<file path="config.mk">
export PLATFORM = sky130hd
export DESIGN_NAME = vin_pattern_gen
export DESIGN_NICKNAME = d
export VERILOG_FILES = /design/src/rtl/vin_pattern_gen_pkg.sv /design/src/rtl/vin_pattern_lane.sv /design/src/rtl/vin_pattern_gen.sv
export SDC_FILE = /design/constraint.sdc
export NUM_CORES = 1
export LEC_CHECK = 0
export CAP_MARGIN = 0
export CORE_ASPECT_RATIO = 2
export CORE_MARGIN = 2
export CORE_UTILIZATION = 71
export CTS_CLUSTER_DIAMETER = 30
export DETAILED_ROUTE_END_ITERATION = 10
export DONT_BUFFER_PORTS = 1
export PLACE_DENSITY = 0.89
export SETUP_SLACK_MARGIN = 0.3
export SLEW_MARGIN = 20
export SYNTH_ARGS = -nofsm -noshare
export SYNTH_HDL_FRONTEND = slang
export SYNTH_SLANG_ARGS = --single-unit
</file>
<file path="constraint.sdc">
create_clock -name clk -period 31.4 [get_ports clk]
set_clock_uncertainty 0.2 [all_clocks]
set_input_delay 1.57 -clock clk [delete_from_list [all_inputs] [get_ports clk]]
set_output_delay 1.57 -clock clk [all_outputs]
set_load 0.01 [all_outputs]
</file>
<file path="src/rtl/vin_pattern_gen_pkg.sv">
// rtl/vin_pattern_gen_pkg.sv - shared pattern mode encodings and reference video timings
package vin_pattern_gen_pkg;

  typedef enum logic [2:0] {
    MODE_WHITE   = 3'd0,
    MODE_BLACK   = 3'd1,
    MODE_HRAMP   = 3'd2,
    MODE_VRAMP   = 3'd3,
    MODE_CHECKER = 3'd4,
    MODE_SCROLL  = 3'd5
  } mode_e;

  // UXGA at 4 pixels per clock: horizontal values are in clocks, vertical in lines
  localparam int UXGA_H_FP   = 2;
  localparam int UXGA_H_SYNC = 8;
  localparam int UXGA_H_BP   = 10;
  localparam int UXGA_H_ACT  = 400;
  localparam int UXGA_V_FP   = 21;
  localparam int UXGA_V_SYNC = 8;
  localparam int UXGA_V_BP   = 6;
  localparam int UXGA_V_ACT  = 1200;

  localparam int SQCIF_H_FP   = 2;
  localparam int SQCIF_H_SYNC = 3;
  localparam int SQCIF_H_BP   = 4;
  localparam int SQCIF_H_ACT  = 32;
  localparam int SQCIF_V_FP   = 1;
  localparam int SQCIF_V_SYNC = 3;
  localparam int SQCIF_V_BP   = 6;
  localparam int SQCIF_V_ACT  = 96;

endpackage

</file>
<file path="src/rtl/vin_pattern_lane.sv">
// rtl/vin_pattern_lane.sv - one Y8 test-pattern pixel from its position, line and frame count
module vin_pattern_lane
  import vin_pattern_gen_pkg::*;
(
  input  logic [7:0] px,
  input  logic [7:0] y,
  input  logic [7:0] fcnt,
  input  logic [2:0] mode,
  output logic [7:0] pixel
);

  always_comb begin
    pixel = 8'hFF;
    case (mode)
      MODE_WHITE:   pixel = 8'hFF;
      MODE_BLACK:   pixel = 8'h00;
      MODE_HRAMP:   pixel = px;
      MODE_VRAMP:   pixel = y;
      MODE_CHECKER: pixel = (px[3] ^ y[3]) ? 8'hFF : 8'h00;
      MODE_SCROLL:  pixel = px + fcnt;
      default:      pixel = 8'hFF;
    endcase
  end

endmodule

</file>
<file path="src/rtl/vin_pattern_gen.sv">
// rtl/vin_pattern_gen.sv - raster timing generator with PPC-wide Y8 test patterns
module vin_pattern_gen
  import vin_pattern_gen_pkg::*;
#(
  parameter int PPC         = 4,
  parameter int CW          = 12,
  parameter int FCNT_MAX    = 480,
  parameter int DEF_H_FP    = UXGA_H_FP,
  parameter int DEF_H_SYNC  = UXGA_H_SYNC,
  parameter int DEF_H_BP    = UXGA_H_BP,
  parameter int DEF_H_ACT   = UXGA_H_ACT,
  parameter int DEF_V_FP    = UXGA_V_FP,
  parameter int DEF_V_SYNC  = UXGA_V_SYNC,
  parameter int DEF_V_BP    = UXGA_V_BP,
  parameter int DEF_V_ACT   = UXGA_V_ACT
) (
  input  logic             clk,
  input  logic             rst,
  input  logic             enable,
  input  logic [CW-1:0]    cfg_h_fp,
  input  logic [CW-1:0]    cfg_h_sync,
  input  logic [CW-1:0]    cfg_h_bp,
  input  logic [CW-1:0]    cfg_h_act,
  input  logic [CW-1:0]    cfg_v_fp,
  input  logic [CW-1:0]    cfg_v_sync,
  input  logic [CW-1:0]    cfg_v_bp,
  input  logic [CW-1:0]    cfg_v_act,
  input  logic [2:0]       cfg_mode,
  output logic             v_pclk,
  output logic             v_hsync,
  output logic             v_vsync,
  output logic             v_de,
  output logic [8*PPC-1:0] v_pixel,
  output logic             frame_start
);

  localparam int TW = CW + 2;
  localparam int FW = (FCNT_MAX > 1) ? $clog2(FCNT_MAX) : 1;
  localparam logic [TW-1:0] TOT_MAX = TW'((64'd1 << CW) - 64'd1);
  localparam logic [FW-1:0] FC_LAST = FW'(FCNT_MAX - 1);

  function automatic logic [TW-1:0] ext(input logic [CW-1:0] v);
    return {2'b00, v};
  endfunction

  logic [CW-1:0] h_count, v_count;
  logic [FW-1:0] frame_count;
  logic [CW-1:0] h_fp_s, h_sync_s, h_bp_s, h_act_s;
  logic [CW-1:0] v_fp_s, v_sync_s, v_bp_s, v_act_s;
  logic [2:0]    mode_s;

  logic [TW-1:0] cfg_h_tot, cfg_v_tot;
  logic          cfg_ok, load_pt, use_cfg;

  assign v_pclk    = clk;
  assign cfg_h_tot = ext(cfg_h_fp) + ext(cfg_h_sync) + ext(cfg_h_bp) + ext(cfg_h_act);
  assign cfg_v_tot = ext(cfg_v_fp) + ext(cfg_v_sync) + ext(cfg_v_bp) + ext(cfg_v_act);
  assign cfg_ok    = (cfg_h_sync != '0) && (cfg_h_act != '0) &&
                     (cfg_v_sync != '0) && (cfg_v_act != '0) &&
                     (cfg_h_tot <= TOT_MAX) && (cfg_v_tot <= TOT_MAX);

  // The frame's first cycle already runs on the freshly loaded timing and mode
  assign load_pt = (h_count == '0) && (v_count == '0);
  assign use_cfg = load_pt && cfg_ok;

  logic [CW-1:0] h_fp_c, h_sync_c, h_bp_c, h_act_c;
  logic [CW-1:0] v_fp_c, v_sync_c, v_bp_c, v_act_c;
  logic [2:0]    mode_c;

  assign h_fp_c   = use_cfg ? cfg_h_fp   : h_fp_s;
  assign h_sync_c = use_cfg ? cfg_h_sync : h_sync_s;
  assign h_bp_c   = use_cfg ? cfg_h_bp   : h_bp_s;
  assign h_act_c  = use_cfg ? cfg_h_act  : h_act_s;
  assign v_fp_c   = use_cfg ? cfg_v_fp   : v_fp_s;
  assign v_sync_c = use_cfg ? cfg_v_sync : v_sync_s;
  assign v_bp_c   = use_cfg ? cfg_v_bp   : v_bp_s;
  assign v_act_c  = use_cfg ? cfg_v_act  : v_act_s;
  assign mode_c   = load_pt ? cfg_mode   : mode_s;

  logic [TW-1:0] hc, vc, h_sync_end, v_sync_end, h_blank, v_blank, h_tot, v_tot;
  logic          hs_d, vs_d, de_d, h_last, v_last;
  logic [7:0]    x8, y8, fcnt8;

  assign hc         = ext(h_count);
  assign vc         = ext(v_count);
  assign h_sync_end = ext(h_fp_c) + ext(h_sync_c);
  assign v_sync_end = ext(v_fp_c) + ext(v_sync_c);
  assign h_blank    = h_sync_end + ext(h_bp_c);
  assign v_blank    = v_sync_end + ext(v_bp_c);
  assign h_tot      = h_blank + ext(h_act_c);
  assign v_tot      = v_blank + ext(v_act_c);
  assign hs_d       = (hc >= ext(h_fp_c)) && (hc < h_sync_end);
  assign vs_d       = (vc >= ext(v_fp_c)) && (vc < v_sync_end);
  assign de_d       = (hc >= h_blank) && (vc >= v_blank);
  assign h_last     = (hc == h_tot - TW'(1));
  assign v_last     = (vc == v_tot - TW'(1));
  assign x8         = 8'(hc - h_blank);
  assign y8         = 8'(vc - v_blank);
  assign fcnt8      = 8'(frame_count);

  logic [8*PPC-1:0] pix_d;

  // Only the low byte of px = x*PPC+i is ever visible, so 8-bit arithmetic suffices
  for (genvar i = 0; i < PPC; i++) begin : g_lane
    logic [7:0] px;
    assign px = x8 * 8'(PPC) + 8'(i);
    vin_pattern_lane u_lane (
      .px   (px),
      .y    (y8),
      .fcnt (fcnt8),
      .mode (mode_c),
      .pixel(pix_d[8*i +: 8])
    );
  end

  always_ff @(posedge clk) begin
    if (rst) begin
      h_count     <= '0;
      v_count     <= '0;
      frame_count <= '0;
      h_fp_s      <= CW'(DEF_H_FP);
      h_sync_s    <= CW'(DEF_H_SYNC);
      h_bp_s      <= CW'(DEF_H_BP);
      h_act_s     <= CW'(DEF_H_ACT);
      v_fp_s      <= CW'(DEF_V_FP);
      v_sync_s    <= CW'(DEF_V_SYNC);
      v_bp_s      <= CW'(DEF_V_BP);
      v_act_s     <= CW'(DEF_V_ACT);
      mode_s      <= '0;
      v_hsync     <= 1'b0;
      v_vsync     <= 1'b0;
      v_de        <= 1'b0;
      v_pixel     <= '0;
      frame_start <= 1'b0;
    end else if (!enable) begin
      h_count     <= '0;
      v_count     <= '0;
      frame_count <= '0;
      v_hsync     <= 1'b0;
      v_vsync     <= 1'b0;
      v_de        <= 1'b0;
      v_pixel     <= '0;
      frame_start <= 1'b0;
    end else begin
      if (use_cfg) begin
        h_fp_s   <= cfg_h_fp;
        h_sync_s <= cfg_h_sync;
        h_bp_s   <= cfg_h_bp;
        h_act_s  <= cfg_h_act;
        v_fp_s   <= cfg_v_fp;
        v_sync_s <= cfg_v_sync;
        v_bp_s   <= cfg_v_bp;
        v_act_s  <= cfg_v_act;
      end
      if (load_pt) mode_s <= cfg_mode;
      v_hsync     <= hs_d;
      v_vsync     <= vs_d;
      v_de        <= de_d;
      v_pixel     <= de_d ? pix_d : '0;
      frame_start <= load_pt;
      if (h_last) begin
        h_count <= '0;
        if (v_last) begin
          v_count     <= '0;
          frame_count <= (frame_count == FC_LAST) ? '0 : frame_count + FW'(1);
        end else begin
          v_count <= v_count + CW'(1);
        end
      end else begin
        h_count <= h_count + CW'(1);
      end
    end
  end

endmodule

</file>
# --- Word-level counts from Yosys, hierarchy flattened ---
# Cells that the tools add are included.
totals:
  reg_bits: 168
  in_bits: 102
  output_inout_bits: 37
op_classes:
  add_sub_neg: 26
  magnitude_cmp: 8
  n_eq_ne: 8
  muxes: 19
  bitwise_logic: 6
  reduce_logical: 20
ops:
  columns: ["cell", "count"]
  rows:
  - ["case mux 8 bit (5 select lines)", 4]
  - ["2-to-1 mux 12 bit", 9]
  - ["adder 13 x 12 -> 14 bit", 4]
  - ["adder 14 x 12 -> 14 bit", 4]
  - ["adder 12 x 12 -> 13 bit", 4]
  - ["nonzero test 12 bit", 4]
  - ["adder 8 bit", 4]
  - ["2-to-1 mux 8 bit", 4]
  - ["== test 12 x 14 -> 1 bit", 2]
  - ["greater-or-equal comparator 12 x 14 -> 1 bit", 2]
  - ["less-or-equal comparator 14 x 12 -> 1 bit, second input constant", 2]
  - ["subtractor 14 x 1 -> 14 bit, second input constant", 2]
  - ["< comparator 12 x 13 -> 1 bit", 2]
  - ["adder 12 x 1 -> 12 bit, second input constant", 2]
  - ["greater-or-equal comparator 12 bit", 2]
  - ["logical NOT 12 bit", 2]
  - ["adder 8 x 2 -> 8 bit, second input constant", 2]
  - ["logical AND 1 bit", 10]
  - ["adder 9 x 1 -> 9 bit, second input constant", 1]
  - ["== test 9 bit, second input constant", 1]
  - ["2-to-1 mux 9 bit", 1]
  - ["adder 8 x 1 -> 8 bit, second input constant", 1]
  - ["subtractor 8 bit", 1]
  - ["== test 3 x 2 -> 1 bit, second input constant", 2]
  - ["other kinds (9)", 15]

# --- Logic depth before layout (Yosys ltp) ---
# Gate-level depths: netlist of the first run.
depth:
  ltp_word: 15
  depth_mapped: 52

# --- By module ---
# From an unflattened synthesis of the first run, not the netlist that was laid out.
unflattened:
  cells_unflattened: 2050
  hier_area_um2: 17361.7
by_module_without_submodules:
  columns: ["module", "n_inst", "cells_each", "area_per_inst_um2", "seq_area_each_um2"]
  rows:
  - ["vin_pattern_gen", 1, 1758, 15139.5, 3363.2]
  - ["vin_pattern_lane", 4, 73, 555.5, 0.0]

==> results of run 1 <==
## cells by family (layout without fill, tap and decap cells)
kind of cell / after synthesis / after routing / synth area share [%]
simple gates: 590 / 590 / 17.8
compound gates: 505 / 505 / 19.8
buf+inv: 335 / 294 / 8.09
fa+ha+maj: 260 / 260 / 23.2
flops: 166 / 166 / 21.0
xor+xnor: 144 / 144 / 7.99
mux: 33 / 33 / 2.13
## cell type report
class | count | area (µm²)
Clock inverter | 11 | 183
Tap cell | 276 | 345
Timing Repair Buffer | 8 | 60.1
Fill cell | 1690 | 5430
Multi-Input combinational cell | 1532 | 11200
Clock buffer | 21 | 470
Sequential cell | 166 | 3320
Inverter | 254 | 953
## worst register-to-register path: cells and delay by family, from the launching register on
kind | cells | cell delay [ps]
AOI/OAI and AO/OA | 13 | 3300
xor gates and xnor gates | 2 | 350
adders and majority gates | 5 | 1540
and+or+nand+nor | 14 | 4150
buffers and inverters | 4 | 690
DFF | 1 | 460
## metal layers
layer | GRT usage, % | wire, µm | vias up
met2 | 69.2 | 23100 | 631
met5 | 0 | 0 | -
li1 | - | - | 6776
met1 | 36.8 | 14800 | 6765
met3 | 8.98 | 2410 | 334
met4 | 43.3 | 6230 | 0
## flip-flops by register name, indices dropped and copies added, names as in the netlist
signal / count
frame_count: 9
h_bp_s: 12
v_count: 12
v_hsync: 1
h_count: 12
v_act_s: 12
v_pixel: 30
h_act_s: 12
v_bp_s: 12
v_sync_s: 12
v_vsync: 1
mode_s: 3
frame_start: 1
v_fp_s: 12
h_fp_s: 12
v_de: 1
h_sync_s: 12
## power groups by stage
stage               clock [mW]  sequential [mW]  combinational [mW]
floorplan              0.00262            0.231               0.991
global placement             0            0.232                1.19
detailed placement           0            0.233                1.24
CTS                      0.238            0.228                1.26
global route             0.245            0.230                1.41
finish                   0.238            0.229                1.29
## cells in the final DEF (no fill, tap or decap), types with 7 or more instances in the layout
cell       netlist  routed
a211o_1         14      13
a211oi_1        50      50
a21boi_0        13      13
a21o_1          38      38
a21oi_1        196     196
a31oi_1         15      15
and3_1          21      21
buf_4            3       8
clkbuf_16        0      17
dfxtp_1        166     166
fa_1            56      56
ha_1           197     197
inv_1          254     254
mux2i_1         28      28
nand2_1        190     190
nand2b_1        62      62
nand3_1         29      29
nand4_1         19      19
nor2_1         162     162
nor2b_1         30      30
nor3_1          17      17
nor4_1          16      16
o21a_1          13      13
o21ai_0        106     106
o21bai_1        13      13
o31ai_1          7       7
or2_2           10      10
or3_1           10      10
xnor2_1         85      85
xor2_1          59      59
## worst max path at each step
stage,to,depth (start not counted)
floorplan,v_pclk,1
global placement,v_pclk,0
detailed placement,v_pclk,0
CTS,v_pclk,0
global route,v_pclk,0
finish,v_pclk,0
## stage by stage
step                      hold WS [ps]  cell area, µm²  power (mW)
after floorplan                    250           15800        1.22
after global placement             251           15900        1.42
after detailed placement           257           15900        1.47
after CTS                          269           16500        1.73
after global routing               289           16500        1.89
final                              271           16500        1.75
==> results.ini, run 1 <==
[global_routing]
grt_max_degree=184
antenna_found_initial=1
grt_util_all_layers_pct=40.8
grt_pass1_vias=14913
grt_pass1_wl_mm=73.7
grt_overflow=0

[logic_synthesis]
synth_top_cell_by_area=dfxtp_1
synth_top_cells_by_count=inv_1, ha_1, a21oi_1
ys_types=71
synth_area_um2=15800
synth_area_leaders=dfxtp_1, ha_1, fa_1
synth_cells=2033
syn_area_per_cell_um2=7.77
async_reset_ff_share_pct=0
ys.warnings.count=0
syn_nets=2388
synth_seq_cells=166
synth-edff-count=0
synth.most_common_cell=inv_1
synth.top_cell.area_share_pct=21.0
synth-seq-area-share_pct=21.0
synth-main-ff-cell=dfxtp_1

[place]
dp_slack_ps=13930
place_inst=2236
place_congestion=1.01
io_buffers=0
hpwlAfterDp_mm=36.5

[clock_tree]
post-cts-setup-buffers=0
cts_root_buf=clkbuf_16
ctsHoldBuffers=0
cts.clk_slew.worst_paths_ps=70
cts_tree=yes
cts.sinks=166
clk_path_buf_depth=2
cts-htree-levels=4
cts_resized=0
cts_buffers=17
clkLatencyLatePin_ps=470

[pwr]
seqPwrFrac_pct=13.0
p_clk_share_pct=13.6
leakage_nw=7.70
p_per_area_nw_per_um2=106
netSwitchingFraction_pct=48.6
p_sw_mw=0.851
ir_worst_vdd_uv=90.0
intPower_mw=0.901
comb_power_share_pct=73.4

[floorplan]
die-width_um=109
die-area_um2=23500
initial_core_util_pct=71.9
io_pins=139
die_height_um=215
num_rows=77
core_area_um2=22000

[critical_path]
r2r_cells=38
cp_max_fo=2
cp.required_ps=29630
worstSetupPathType=clk2out
rr_endpoint=frame_count[5]$_SDFFE_PP0P_
reg2reg_slack_ps=20630
arrival_ps=15700
cp-end-kind=output pin
start_kind=clock port
reg2reg_from=v_count[1]$_SDFFE_PP0N_
cp-startpoint=clk

[sta]
final-max-slew-violation-count=0
hold_violations=0
timing.final.ws_setup_ps=13930
worst_slew_pin_slew_ps=991
setup_viol_count_final=0
grt_setup_unrepaired=false
setup_tns_ps=0
relSlewSlack_pct=33.8

[final_layout]
final_util_pct=75.3
antenna_cells=0
area_growth_pct=4.71
fin_nets=2334
fin_cells=2268
drive_gt1_share_pct=3.66

[hold_path]
min-delay-start=h_bp_s[0]$_SDFFE_PP0P_
min_path_type=reg2reg
whs_endpoint=h_bp_s[0]$_SDFFE_PP0P_
hold-path-cell-count=2

[routing]
drtIter0Drc=1040
antenna_left=0
vias=14506
avgRoutedWirePerCell_um=20.5
finalWirelength_mm=46.6
routed_via_density=6.40
drc=0
drt-pass1-iter-count=6

[run_status]
outcome=finished, final reports clean

[flow_run]
drv_cap=0

Note: power is estimated with default switching activity, not from simulation.
==> run 2, diff against run 1 <==
Settings changed: CORE_UTILIZATION 71 to 60, PLACE_DENSITY 0.89 to 0.81.
Clock period 31.4 ns to 14.05 ns, I/O delays scaled along.
==> results.ini, run 2 (synthesis gave the netlist of run 1 again) <==
[clock_tree]
post-cts-setup-buffers=0  ; unchanged
cts_buffers=17  ; unchanged
cts.sinks=166  ; unchanged
ctsHoldBuffers=0  ; unchanged
cts_resized=0  ; unchanged
cts_tree=yes  ; unchanged
clk_path_buf_depth=2  ; unchanged
clkLatencyLatePin_ps=460  ; was 470 ps
cts_root_buf=clkbuf_16  ; unchanged
cts-htree-levels=4  ; unchanged
cts.clk_slew.worst_paths_ps=70  ; about the same

[final_layout]
final_cell_mix=inv_1, ha_1, a21oi_1  ; unchanged
regArea_um2=3320  ; unchanged
antenna_cells=0  ; unchanged
area_growth_pct=4.44  ; was 4.71%
final_area_um2=16500  ; about the same
final_util_pct=63.3  ; was 75.3%
fillCellCount=2329  ; was 1,690
multiInputGateArea_um2=11200  ; about the same
drive_gt1_share_pct=3.57  ; was 3.66%
regMostFlops=v_pixel  ; unchanged
fin_nets=2332  ; was 2,334
largest_reg_flops=30  ; unchanged
fin_cells=2333  ; was 2,268
layout_commonest_cell=inv_1  ; unchanged

[global_routing]
grt_overflow=0  ; unchanged
grt_max_degree=184  ; unchanged
grt_util_all_layers_pct=31.1  ; was 40.8%
grt_pass1_vias=13306  ; was 14,913
grt_pass1_wl_mm=68.5  ; was 73.7 mm
antenna_found_initial=0  ; was 1

[critical_path]
crit_slowest_cell=fa_1
r2r_cells=37  ; was 38
reg2reg_from=v_count[1]$_SDFFE_PP0N_  ; unchanged
reg2reg_slack_ps=3860  ; was 20,630 ps
cp-startpoint=cfg_h_fp[1]  ; was clk
start_kind=input port  ; was clock port
cp-end-kind=flip-flop  ; was output pin
critPathMaxStageDelay_ps=620
arrival_ps=11460  ; was 15,700 ps
cp.required_ps=14230  ; was 29,630 ps
rr_endpoint=frame_count[5]$_SDFFE_PP0P_  ; unchanged
cp-endpoint=frame_count[5]$_SDFFE_PP0P_  ; was v_pclk
cp_max_fo=67  ; was 2
cp_common_cell=ha_1
worstSetupPathType=in2reg  ; was clk2out

[sta]
worst_slew_pin_slew_ps=1030  ; was 991 ps
final-max-slew-violation-count=0  ; unchanged
fmax_mhz=88.7
finalCritPeriodShare_pct=80.3
hold_violations=0  ; unchanged
relSlewSlack_pct=31.4  ; was 33.8%
grt_setup_unrepaired=false  ; unchanged
setup_tns_ps=0  ; unchanged
setup_viol_count_final=0  ; unchanged
post-route-min-period_ps=11280

[routing]
drc=0  ; unchanged
routed_via_density=5.93  ; was 6.40
finalWirelength_mm=42.4  ; was 46.6 mm
drtIter0Drc=1080  ; was 1,040
drt-pass1-iter-count=5  ; was 6
avgRoutedWirePerCell_um=18.2  ; was 20.5 µm
antenna_left=0  ; unchanged
vias=13837  ; was 14,506

[place]
hpwlAfterDp_mm=32.8  ; was 36.5 mm
io_buffers=0  ; unchanged
place_inst=2302  ; was 2,236
placed_area_um2=16000  ; was 15,900 µm²
place_congestion=0.959  ; was 1.01

[floorplan]
die_height_um=233  ; was 215 µm
num_rows=84  ; was 77
die-area_um2=27700  ; was 23,500 µm²
initial_core_util_pct=60.6  ; was 71.9%
die-width_um=119  ; was 109 µm
core_area_um2=26100  ; was 22,000 µm²
io_pins=139  ; unchanged

[pwr]
ir_worst_vdd_uv=189  ; was 90.0 µV
p_per_area_nw_per_um2=227  ; was 106 nW/µm²
leakage_nw=7.63  ; was 7.70 nW

[run_status]
outcome=finished, final reports clean  ; unchanged

[hold_path]
min_path_type=in2reg  ; was reg2reg

[flow_run]
drv_cap=0  ; unchanged

run 2: cell count changes in the layout (fill, tap and decap cells not counted):
cell,delta
bufinv_16,-4
buf_4,-2
clkbuf_8,-2
clkinv_2,+2
clkinvlp_4,+2
inv_6,+2
inv_8,-1
mux2i_1,-1
mux2i_2,+1
run 2: where the power goes:
group,internal (mW),leakage (nW),switching [mW]
combinational,1.20,6.02,1.59
clock,0.232,0.257,0.211
sequential,0.495,1.35,0.0151
total,1.92,7.63,1.82
run 2: metal layers:
metal | global-route usage, % | share of wire, %
met3 | 5.08 | 6.5
met1 | 39.3 | 42
met4 | 15.4 | 4.8
met2 | 51.3 | 46
met5 | 0 | 0
run 2: worst max-delay path, delay by kind of cell:
family / cells / cell delay [ps]
xor gates and xnor gates: 2 / 400
adders and majority gates: 8 / 2790
buffers and inverters: 5 / 850
and+or+nand+nor: 10 / 2840
AOI/OAI and AO/OA: 16 / 3520
muxes: 1 / 320
run 2: worst min-delay path by stage:
stage                                        start  depth (start not counted)  slack, ps                  endpoint
after global placement    v_sync_s[2]$_SDFFE_PP0P_                          2        250  v_sync_s[2]$_SDFFE_PP0P_
final                                          rst                          1        120  v_sync_s[0]$_SDFFE_PP0P_
after CTS                                      rst                          1         90    v_bp_s[0]$_SDFFE_PP0P_
after global routing                           rst                          1        110    v_fp_s[1]$_SDFFE_PP0P_
after detailed placement  v_sync_s[0]$_SDFFE_PP0P_                          2        250  v_sync_s[0]$_SDFFE_PP0P_
after floorplan             h_bp_s[0]$_SDFFE_PP0P_                          2        250    h_bp_s[0]$_SDFFE_PP0P_
run 2: area by class of cell:
| type | count | share of cell area, % |
|---|---|---|
| flip-flops and latches | 166 | 20.1 |
| multi-input cells | 1532 | 67.9 |
| well taps | 344 | 2.61 |
| repair buffers | 6 | 0.273 |
| inverters | 254 | 5.78 |
| clock buffers | 19 | 2.69 |
| clock inverters | 12 | 0.569 |
run 2: metrics by stage:
step | hold slack [ps] | power (mW) | worst slack [ps]
floorplan | 250 | 2.74 | 3500
global placement | 251 | 3.20 | 2700
detailed placement | 254 | 3.24 | 2530
CTS | 94.7 | 3.71 | 2910
global route | 112 | 4.08 | 1980
finish | 120 | 3.74 | 2770
==> run 3, diff against run 2 <==
Settings changed: ABC_AREA from default to 1.
Clock period 14.05 ns to 10.3 ns, I/O delays scaled along.
==> results.ini, run 3 <==
[place]
dp_slack_ps=737  ; was 2530 ps
place_inst=2907  ; was 2,302
hpwlAfterDp_mm=44.5  ; was 32.8 mm
place_congestion=0.995  ; was 0.959
io_buffers=0  ; unchanged

[final_layout]
fin_cells=2942  ; was 2,333
fin_nets=2927  ; was 2,332
drive_gt1_share_pct=4.60  ; was 3.57%
fillCellCount=2650  ; was 2,329
layout_commonest_cell=nand2_1  ; was inv_1
final_cell_mix=nand2_1, inv_1, nor2_1  ; was inv_1, ha_1, a21oi_1
regMostFlops=v_pixel  ; unchanged
largest_reg_flops=30  ; unchanged
area_growth_pct=4.76  ; was 4.44%

[sta]
setup_viol_count_final=0  ; unchanged
fmax_mhz=110
timing.final.ws_setup_ps=1200  ; was 2770 ps
setup_tns_ps=0  ; unchanged
finalCritPeriodShare_pct=88.3
hold_violations=0  ; unchanged
worst_slew_pin_slew_ps=1060  ; was 1030 ps
final-max-slew-violation-count=0  ; unchanged
post-route-min-period_ps=9100
relSlewSlack_pct=28.9  ; was 31.4%
grt_setup_unrepaired=false  ; unchanged

[logic_synthesis]
synth-edff-count=0  ; unchanged
synth.top_cell.area_share_pct=19.4  ; was 21.0%
synth_seq_cells=166  ; unchanged
synthMuxAreaShare_pct=0.117  ; was 2.13%
synth_fa_ha_area_share_pct=20.9  ; was 23.2%
synth_top_family_by_area=simple AND/OR/NAND/NOR gates  ; was adder cells
synth_top_cell_by_area=dfxtp_1  ; unchanged
synth.most_common_cell=nand2_1  ; was inv_1
synth_area_um2=17100  ; was 15,800 µm²
synth_area_leaders=dfxtp_1, ha_1, nand2_1  ; was dfxtp_1, ha_1, fa_1
synth_xor_area_share_pct=4.96  ; was 7.99%
syn_nets=2968  ; was 2,388
synth-main-ff-cell=dfxtp_1  ; unchanged
ys_types=52  ; was 71
synth_top_cells_by_count=nand2_1, inv_1, nor2_1  ; was inv_1, ha_1, a21oi_1
syn_area_per_cell_um2=6.56  ; was 7.77 µm²
synth-simple-area-share_pct=25.8  ; was 17.8%
synth-seq-area-share_pct=19.4  ; was 21.0%
async_reset_ff_share_pct=0  ; unchanged
ys.warnings.count=0  ; unchanged
synth_cells=2613  ; was 2,033
synth-compound-area-share_pct=15.1  ; was 19.8%

[critical_path]
cp_common_cell=nand2_1  ; was ha_1
cp-startpoint=cfg_v_fp[1]  ; was cfg_h_fp[1]
cp-endpoint=h_count[2]$_SDFF_PP0_  ; was frame_count[5]$_SDFFE_PP0P_
reg2reg_from=v_count[1]$_SDFFE_PP0N_  ; unchanged
crit_slowest_cell=fa_1  ; unchanged
critPathMaxStageDelay_ps=590  ; was 620 ps
start_kind=input port  ; unchanged
arrival_ps=9280  ; was 11,460 ps
worstSetupPathType=in2reg  ; unchanged
rr_endpoint=h_count[2]$_SDFF_PP0_  ; was frame_count[5]$_SDFFE_PP0P_
reg2reg_slack_ps=1650  ; was 3860 ps
r2r_cells=47  ; was 37
cp_max_fo=18  ; was 67
cp.required_ps=10480  ; was 14,230 ps
cp-end-kind=flip-flop  ; unchanged

[clock_tree]
cts.sinks=166  ; unchanged
cts.clk_slew.worst_paths_ps=80  ; was 70 ps
cts_tree=yes  ; unchanged
cts_root_buf=clkbuf_16  ; unchanged
clk_path_buf_depth=2  ; unchanged
cts_buffers=17  ; unchanged
cts-htree-levels=4  ; unchanged
clkLatencyLatePin_ps=470  ; was 460 ps

[global_routing]
grt_util_all_layers_pct=36.8  ; was 31.1%
grt_overflow=0  ; unchanged
grt_max_degree=105  ; was 184
grt_pass1_vias=16153  ; was 13,306
antenna_found_initial=1  ; was 0
grt_pass1_wl_mm=83.4  ; was 68.5 mm

[floorplan]
num_rows=87  ; was 84
die_height_um=243  ; was 233 µm
io_pins=139  ; unchanged
initial_core_util_pct=60.8  ; was 60.6%
die-width_um=124  ; was 119 µm
core_area_um2=28200  ; was 26,100 µm²
die-area_um2=30000  ; was 27,700 µm²

[flow_run]
drv_cap=0  ; unchanged

[pwr]
ir_worst_vdd_uv=466  ; was 189 µV
design_power_total_mw=7.05  ; was 3.74 mW
leakage_nw=9.73  ; was 7.63 nW
p_per_area_nw_per_um2=393  ; was 227 nW/µm²

[routing]
drtIter0Drc=1095  ; was 1,080
drc=0  ; unchanged
antenna_left=0  ; unchanged
finalWirelength_mm=54.2  ; was 42.4 mm
avgRoutedWirePerCell_um=18.4  ; was 18.2 µm
drt-pass1-iter-count=7  ; was 5
vias=16736  ; was 13,837
routed_via_density=5.69  ; was 5.93

[run_status]
outcome=finished, final reports clean  ; unchanged

[hold_path]
min_path_type=in2reg  ; unchanged

-- run 3: cell count changes in the layout (fill, tap and decap cells not counted), sizes merged, moves of 50 or more --
cell    delta
nand2    +351
nand2b    -62
o21ai     +87
a211oi    -50
nand3     +84
inv      +277
nor2     +101
xnor2     -64
-- run 3: worst max-delay path, delay by kind of cell --
kind,cells,cell delay [ps]
adders and majority gates,9,3010
xor gates and xnor gates,2,350
and+or+nand+nor,24,2680
buffers and inverters,8,1070
AOI/OAI and AO/OA,8,1610
-- run 3: cell type report --
type	instances	area [µm²]	share of cell area (%)
diodes	1	2.50	0.0139
clock buffers	18	439	2.45
clock inverters	14	156	0.871
inverters	533	2000	11.1
multi-input cells	1841	11500	64.0
flip-flops and latches	166	3320	18.5
well taps	356	445	2.48
repair buffers	13	103	0.571
-- run 3: cells by family after synthesis --
logic type | after synthesis
AND/OR/NAND/NOR | 1027
buffers and inverters | 606
AO/OA/AOI/OAI | 469
adder cells (fa/ha/maj) | 253
flip-flops | 166
XOR/XNOR | 90
multiplexers | 2
-- run 3: layer usage --
metal | up-vias | wire (µm) | global-route usage, %
li1 | 8208 | - | -
met1 | 7650 | 17300 | 33.8
met2 | 612 | 27000 | 63.3
met3 | 264 | 2800 | 6.32
met4 | 2 | 7080 | 39.5
met5 | - | 19 | 0
-- run 3: repair_timing --
item                       in CTS  in global routing
hold buffers                    2                  0
gates resized for setup         0                  1
setup buffers                   0                  0
setup endpoints to repair       0                  9
hold endpoints to repair       16                  0
-- run 3: how the worst min path moves through the flow --
stage                           startpoint                 endpoint  slack, ps  depth (start not counted)
finish                              enable   v_fp_s[6]$_SDFFE_PP0P_         40                          2
global route                        enable   v_fp_s[6]$_SDFFE_PP0P_         30                          2
CTS                                 enable  v_act_s[8]$_SDFFE_PP0P_         10                          2
detailed placement  h_bp_s[3]$_SDFFE_PP1P_   h_bp_s[3]$_SDFFE_PP1P_        250                          2
global placement    h_bp_s[3]$_SDFFE_PP1P_   h_bp_s[3]$_SDFFE_PP1P_        240                          2
floorplan           v_fp_s[0]$_SDFFE_PP1P_   v_fp_s[0]$_SDFFE_PP1P_        240                          2
-- run 3: stage by stage --
step | cell area, µm² | hold WS (ps) | util (%)
floorplan | 17100 | 241 | -
global placement | 17300 | 243 | 61.5
detailed placement | 17300 | 251 | 61.5
CTS | 17900 | 11.1 | 63.7
global route | 18000 | 28.4 | 63.7
finish | 18000 | 36.0 | 63.7
-- run 3: report_power, final --
group	total [mW]	switching (mW)	internal, mW
Sequential	0.701	0.0203	0.681
Combinational	5.69	3.56	2.13
Clock	0.659	0.327	0.332
Total	7.05	3.91	3.14
